### src/rtl/operand_capture_pkg.sv
`default_nettype none
// ============================================================================
// Module      : operand_capture_pkg
// Description : Shared types and constants for the operand capture front end.
//               Holds the capture FSM state encoding and the one-hot state
//               indicator patterns driven onto LEDR[2:0].
// Ports       : none (package)
// Revision    : 1.0 - initial release
// ============================================================================
package operand_capture_pkg;

    typedef enum logic [1:0] {
        ST_LOAD_A = 2'd0,
        ST_LOAD_B = 2'd1,
        ST_SHOW   = 2'd2
    } state_t;

    localparam logic [2:0] c_LED_LOAD_A = 3'b001;
    localparam logic [2:0] c_LED_LOAD_B = 3'b010;
    localparam logic [2:0] c_LED_SHOW   = 3'b100;

    // Map a state to its one-hot LED pattern; the unused encoding falls back
    // to the LOAD_A pattern so the indicator never shows an illegal code.
    function automatic logic [2:0] state_to_led(input state_t s);
        logic [2:0] led;
        led = c_LED_LOAD_A;
        case (s)
            ST_LOAD_A: led = c_LED_LOAD_A;
            ST_LOAD_B: led = c_LED_LOAD_B;
            ST_SHOW:   led = c_LED_SHOW;
            default:   led = c_LED_LOAD_A;
        endcase
        return led;
    endfunction

endpackage
`default_nettype wire

### src/rtl/key_debounce.sv
`default_nettype none
// ============================================================================
// Module      : key_debounce
// Description : Two-flop synchroniser, stable-level debouncer and press-event
//               generator for an active-low pushbutton.
// Ports       : clk_i    - clock, rising edge
//               RESET_N  - synchronous active-low reset
//               key_n_i  - raw asynchronous bouncy button, active-low
//               press_o  - one-cycle registered pulse per debounced press
// Revision    : 1.0 - initial release
// ============================================================================
module key_debounce #(
    parameter int DEBOUNCE_CYCLES = 500000
) (
    input  logic clk_i,
    input  logic RESET_N,
    input  logic key_n_i,
    output logic press_o
);

    localparam int              CW         = $clog2(DEBOUNCE_CYCLES + 1);
    localparam logic [CW-1:0]   c_CNT_LAST = CW'(DEBOUNCE_CYCLES - 1);
    localparam logic [CW-1:0]   c_CNT_ONE  = CW'(1);

    logic          sync1_q, sync2_q;
    logic          deb_q, deb_d;
    logic          deb_prev_q;
    logic          press_q, press_d;
    logic [CW-1:0] cnt_q, cnt_d;

    // The debounced level flips on the edge where the counter would reach
    // DEBOUNCE_CYCLES, so the counter itself never exceeds DEBOUNCE_CYCLES-1.
    always_comb begin
        deb_d = deb_q;
        cnt_d = '0;
        if (sync2_q != deb_q) begin
            if (cnt_q == c_CNT_LAST) begin
                deb_d = sync2_q;
                cnt_d = '0;
            end else begin
                cnt_d = cnt_q + c_CNT_ONE;
            end
        end
    end

    // Edge detect against the previous debounced level: the pulse lands one
    // cycle after the debounced fall. Releases produce no event.
    always_comb begin
        press_d = deb_prev_q & ~deb_q;
    end

    always_ff @(posedge clk_i) begin
        if (!RESET_N) begin
            sync1_q    <= 1'b1;
            sync2_q    <= 1'b1;
            deb_q      <= 1'b1;
            deb_prev_q <= 1'b1;
            cnt_q      <= '0;
            press_q    <= 1'b0;
        end else begin
            sync1_q    <= key_n_i;
            sync2_q    <= sync1_q;
            deb_q      <= deb_d;
            deb_prev_q <= deb_q;
            cnt_q      <= cnt_d;
            press_q    <= press_d;
        end
    end

    assign press_o = press_q;

endmodule
`default_nettype wire

### src/rtl/operand_capture.sv
`default_nettype none
// ============================================================================
// Module      : operand_capture
// Description : Steps through capture of two 4-bit operands from the slide
//               switches on debounced pushbutton presses, presenting them with
//               a valid flag to the comparator / seven-segment stage.
// Ports       : MAX10_CLK1_50 - clock, rising edge
//               RESET_N       - synchronous active-low reset
//               SW[3:0]       - operand data switches
//               KEY_N         - raw pushbutton, active-low
//               OP_A[3:0]     - captured operand A (upper nibble)
//               OP_B[3:0]     - captured operand B (lower nibble)
//               OP_VALID      - both operands held for display
//               STATE_LED[2:0]- one-hot state: 001 LOAD_A, 010 LOAD_B, 100 SHOW
// Revision    : 1.0 - initial release
// ============================================================================
module operand_capture
    import operand_capture_pkg::*;
#(
    parameter int DEBOUNCE_CYCLES = 500000
) (
    input  logic       MAX10_CLK1_50,
    input  logic       RESET_N,
    input  logic [3:0] SW,
    input  logic       KEY_N,
    output logic [3:0] OP_A,
    output logic [3:0] OP_B,
    output logic       OP_VALID,
    output logic [2:0] STATE_LED
);

    logic       press_w;

    state_t     state_q, state_d;
    logic [3:0] op_a_q, op_a_d;
    logic [3:0] op_b_q, op_b_d;
    logic       valid_q, valid_d;
    logic [2:0] led_q, led_d;

    key_debounce #(
        .DEBOUNCE_CYCLES (DEBOUNCE_CYCLES)
    ) u_key_debounce (
        .clk_i   (MAX10_CLK1_50),
        .RESET_N (RESET_N),
        .key_n_i (KEY_N),
        .press_o (press_w)
    );

    always_comb begin
        state_d = state_q;
        op_a_d  = op_a_q;
        op_b_d  = op_b_q;
        valid_d = valid_q;
        if (press_w) begin
            case (state_q)
                ST_LOAD_A: begin
                    op_a_d  = SW;
                    state_d = ST_LOAD_B;
                end
                ST_LOAD_B: begin
                    op_b_d  = SW;
                    valid_d = 1'b1;
                    state_d = ST_SHOW;
                end
                ST_SHOW: begin
                    valid_d = 1'b0;
                    state_d = ST_LOAD_A;
                end
                default: begin
                    valid_d = 1'b0;
                    state_d = ST_LOAD_A;
                end
            endcase
        end
        // Indicator is registered from the next state so it changes on the
        // same edge as the state itself.
        led_d = state_to_led(state_d);
    end

    always_ff @(posedge MAX10_CLK1_50) begin
        if (!RESET_N) begin
            state_q <= ST_LOAD_A;
            op_a_q  <= 4'h0;
            op_b_q  <= 4'h0;
            valid_q <= 1'b0;
            led_q   <= c_LED_LOAD_A;
        end else begin
            state_q <= state_d;
            op_a_q  <= op_a_d;
            op_b_q  <= op_b_d;
            valid_q <= valid_d;
            led_q   <= led_d;
        end
    end

    assign OP_A      = op_a_q;
    assign OP_B      = op_b_q;
    assign OP_VALID  = valid_q;
    assign STATE_LED = led_q;

endmodule
`default_nettype wire

### config.mk
export PLATFORM = sky130hd
export DESIGN_NAME = operand_capture
export DESIGN_NICKNAME = d
export VERILOG_FILES = /design/src/rtl/operand_capture_pkg.sv /design/src/rtl/key_debounce.sv /design/src/rtl/operand_capture.sv
export SDC_FILE = /design/constraint.sdc
export NUM_CORES = 1
export LEC_CHECK = 0
export ABC_AREA = 0
export BUFFER_PORTS_ARGS = -buffer_cell sky130_fd_sc_hd__buf_2
export CAP_MARGIN = 20
export CORE_MARGIN = 3
export CORE_UTILIZATION = 50
export CTS_CLUSTER_SIZE = 14
export DETAILED_ROUTE_END_ITERATION = 12
export PLACE_DENSITY_LB_ADDON = 0.05
export SYNTH_ARGS = -nofsm -noshare
export SYNTH_HDL_FRONTEND = slang
export SYNTH_HIERARCHICAL = 1
export SYNTH_SLANG_ARGS = --single-unit
### constraint.sdc
create_clock -name MAX10_CLK1_50 -period 2.6 [get_ports MAX10_CLK1_50]
set_clock_uncertainty 0.05 [all_clocks]
set_input_delay 0.26 -clock MAX10_CLK1_50 [delete_from_list [all_inputs] [get_ports MAX10_CLK1_50]]
set_output_delay 0.26 -clock MAX10_CLK1_50 [all_outputs]
set_load 0.05 [all_outputs]
-- Yosys cells after proc, flatten, opt, wreduce, memory -nomap -nowiden
Cells that the tools add are included.
W data, S select, Z words.
- register bits: 38
- bits of input ports: 7
- output and inout bits: 12
- word-level logic and storage cells: 32
- $add $sub $neg: 1
- equality and inequality tests: 5
- muxes and demuxes: 4
- bitwise gates (word level): 5
- reduce and logical (&&, ||, !) cells: 6
- operator list (kind ; count):
    $add A19 B1 Y19 const B ; 1
    $eq A19 B19 Y1 const B ; 1
    $reduce_and A2 Y1 ; 4
    $pmux W3 S2 ; 1
    $eq A2 B1 Y1 const B ; 2
    $not A1 Y1 ; 4
    $pmux W2 S2 ; 1
    $reduce_or A3 Y1 ; 1
    $eq A2 B2 Y1 const B ; 1
    $logic_not A2 Y1 ; 1
    $mux W2 ; 1
    $pmux W1 S2 ; 1
    $and A1 B1 Y1 ; 1
    $ne A1 B1 Y1 ; 1

-- Longest topological paths before layout
- depth in word-level cells: 5
- gate-level depth with buffers: 6
- depth with buffers taken out: 5

-- Hierarchy
Netlist, hierarchy kept.
- by module, submodules not included (module ; instances ; cells each ; area each (µm²) ; seq. area each (µm²)):
    key_debounce ; 1 ; 111 ; 1024.7 ; 480.5
    operand_capture ; 1 ; 54 ; 551.8 ; 280.3

-- Worst setup path before layout
No wires, ideal clock.
- path kind: flip-flop to flip-flop
- start: register u_key_debounce.cnt_q[0]
- end: register u_key_debounce.cnt_q[10]
- setup time: 0.115 ns
- arrival: 1.697 ns
- required time: 2.435 ns
- path slack: 0.739 ns
- stages on the path, launching flop included: 7
- path buffers: 1
- period minus slack after synthesis: 1.861 ns
- cells stage by stage: dfxtp_1 ha_1 nand3_2 or4_4 o31ai_4 buf_6 nor2_1
- word-level cells in the longest chain between the ends: 2
- elaborated cells on any way between the ends: 3
- classes of those cells: 1 x add/sub; 1 x eq/ne; 1 x reduce/logical
- ends and longest elaborated chain (element ; line ; RTL):
    from (decl) ; key_debounce.sv:29 ; logic [CW-1:0] cnt_q, cnt_d;
    from (signal assigned) ; key_debounce.sv:65 ; cnt_q <= cnt_d;
    branches (longest 2 deep; another with $add A19 B1 Y19) ; - ;
Several ways; the timed one is not identified.
A chain may end at the register's enable or synchronous reset.

-- Final worst setup path
Same ends and word-level chain as after synthesis.

==> metrics <==
Syn Inst Count=165; global-route wire length before repair=4880 um; status=finished, final reports clean; top_reg_cell synth=dfxtp_1; post-synth top area share=48.3%; critical path launch point type=flip-flop; mapped cell area=1580 sq um; GRT Overall Usage=15.6%; total gr overflow=0; Post-Syn Nets=175; slowest stage delay, CP=470 ps; Hold Path Stages=2; cell row count=19; met3 routed WL=98 um; violation count after the first detailed-route iteration=46; die extent in y=62.2 um; top post-synthesis cells by area=dfxtp_1 (48%), xnor2_1 (6.1%), mux2i_1 (5.7%), nand2_1 (4.3%), nor2_1 (4.3%); Layout fillers=268; CTS clock-pin slew for the worst setup and hold paths=110 ps; fin crit period=1910 ps; clk root buf=clkbuf_4; post-synth top area cell=dfxtp_1; largest net degree at the start of global routing=23; Num CTS Buffers=5; Buf+Inv Stages, Crit Path=1; drt total wl=2720 um; Critical Path Fanout Max=19; Synth warnings=6; CP arrival=2090 ps; final worst slack=688 ps; Die X=62.2 um; clk sinks=38; HP Start=KEY_N; type of the worst setup path=flip-flop to flip-flop; Hold Vio Cnt, Final=0; commonest non-fill, non-tap cells in the layout=dfxtp_1 (38), nand2_1 (18), nor2_1 (18), buf_2 (18), xnor2_1 (11); Clock Latency Late Sink=340 ps; core area=2880 sq um; Worst path slowest cell=or4_4; Vias/cell=5.07; delay-heaviest family, CP=simple AND/OR/NAND/NOR gates; FFs w/ async S/R, synth=0%; reg-to-reg startpoint=u_key_debounce/cnt_q[0]; Max-cap violations=0; VDD IR max=0.370 mV; Yosys cell types=34; Slew Viols, Final=0; Fin Setup TNS=0 ps; layout cells sized above 1=18.5%; Wirelength per Cell=11.8 um; power per cell area=615 nW/um^2; CTS Hold Bufs=0; Tcrit/Tclk final=73.5%; worst hold-check path type=input port to flip-flop; # nets final=198; pre-CTS setup slack=705 ps; Antenna Nets Post-Route=0; data required time at the worst endpoint=2780 ps; setup violators final=0; initial antenna violation count=0; Max transition margin=57.1%; fmax=0.523 GHz; Critical R2R Capture=u_key_debounce/cnt_q[10]; Met2 Wirelength=1240 um; RSZ-0062 raised after global routing=false; most common cell after layout, fill and taps aside=dfxtp_1; clock tree buffer depth=2; sequential area share after synthesis=48.3%; DR DRC count=0; Worst setup EP type=flip-flop; Final Util=63.2%; M1 WL=1330 um; Initial Util=54.8%; routed vias=1171; leak pwr=0.656 nW; Hold Path Sink=u_key_debounce/sync1_q; Post-DP HPWL=1900 um; H-tree levels=2; number of global-route vias before repair=1127; CTS tree=done; Avg Inst Size Synth=9.55 sq um; Tot Pwr=1.12 mW; Pre-antenna DRT Iters=4; PortBufs=18; flop-to-flop setup slack=690 ps; Top Metal Used=met4; count of cells resized by post-cts repair=0; EDFF count, synth=0; # Post-CTS Setup Buffers=0; CP Cell Sequence=ha_1 -> nand3_2 -> or4_4 -> o31ai_4 -> buf_4 -> nor2_1; Antenna Cells=0; reg2reg path depth=6; Area growth, synth to finish=15.2%; Hold WS=49.1 ps; Worst-Margin Slew=637 ps; io pins=19; flops & latches, synth=38; placer congestion estimate=0.867; area of the die=3860 sq um
## cell type report
| cell class | instances | area (sq um) | share of cell area, % |
|---|---|---|---|
| flip-flops and latches | 38 | 761 | 41.9 |
| multi-input cells | 117 | 768 | 42.3 |
| clock buffers | 6 | 51.3 | 2.82 |
| well taps | 42 | 52.6 | 2.89 |
| clock inverters | 2 | 60.1 | 3.31 |
| repair buffers | 19 | 97.6 | 5.37 |
| inverters | 7 | 26.3 | 1.45 |
## worst max-delay path by stage
stage / end / startpoint / cells past startpoint
floorplan: u_key_debounce/cnt_q[10] / u_key_debounce/cnt_q[0] / 6
global placement: u_key_debounce/cnt_q[3] / u_key_debounce/cnt_q[0] / 6
detailed placement: u_key_debounce/cnt_q[10] / u_key_debounce/cnt_q[0] / 6
CTS: u_key_debounce/cnt_q[10] / u_key_debounce/cnt_q[0] / 6
global route: u_key_debounce/cnt_q[18] / u_key_debounce/cnt_q[8] / 4
finish: u_key_debounce/cnt_q[10] / u_key_debounce/cnt_q[0] / 6
## kinds of logic (layout without fill, tap and decap cells)
family,after synthesis,count (layout),synth area share [%]
buffers and inverters,10,34,3.02
AND/OR/NAND/NOR,79,79,27.1
multiplexers,9,9,5.71
XOR/XNOR,14,14,7.78
AO/OA/AOI/OAI,12,12,5.79
flip-flops,38,38,48.3
adder cells (fa/ha/maj),3,3,2.38
## Yosys cell counts (all sizes together) (3+ instances only)
cell    instances
ha              3
nand2b          4
nand2          18
nand4           7
xnor2          11
xor2            3
and2            5
nor4            5
mux2i           9
inv             7
dfxtp          38
a21oi           6
nor2           18
nand3           6
nor3            5
buf             3
## layer usage
layer	global-route usage, %	up-vias
met5	0	-
met4	8.84	0
met3	4.32	5
met2	24.3	17
met1	19.3	541
li1	-	608
## state kept, by name, summed over array words and instances (netlist names)
| name | cells |
|---|---|
| OP_A | 4 |
| OP_B | 4 |
| OP_VALID | 1 |
| STATE_LED | 3 |
| state_q | 2 |
| u_key_debounce/cnt_q | 19 |
| u_key_debounce/deb_prev_q | 1 |
| u_key_debounce/deb_q | 1 |
| u_key_debounce/press_o | 1 |
| u_key_debounce/sync1_q | 1 |
| u_key_debounce/sync2_q | 1 |
## through the flow
step | cells | instance area [sq um]
2_1_floorplan | 165 | 1580
3_3_place_gp | 223 | 1710
3_5_place_dp | 223 | 1710
4_1_cts | 231 | 1820
5_1_grt | 231 | 1820
6_report | 231 | 1820
## power breakdown
part	switching (mW)	internal, mW	leakage, nW
sequential	0.00102	0.584	0.307
clock	0.188	0.326	0.0585
combinational	0.0107	0.00717	0.291
No activity file was read; power rests on OpenSTA's default activity.
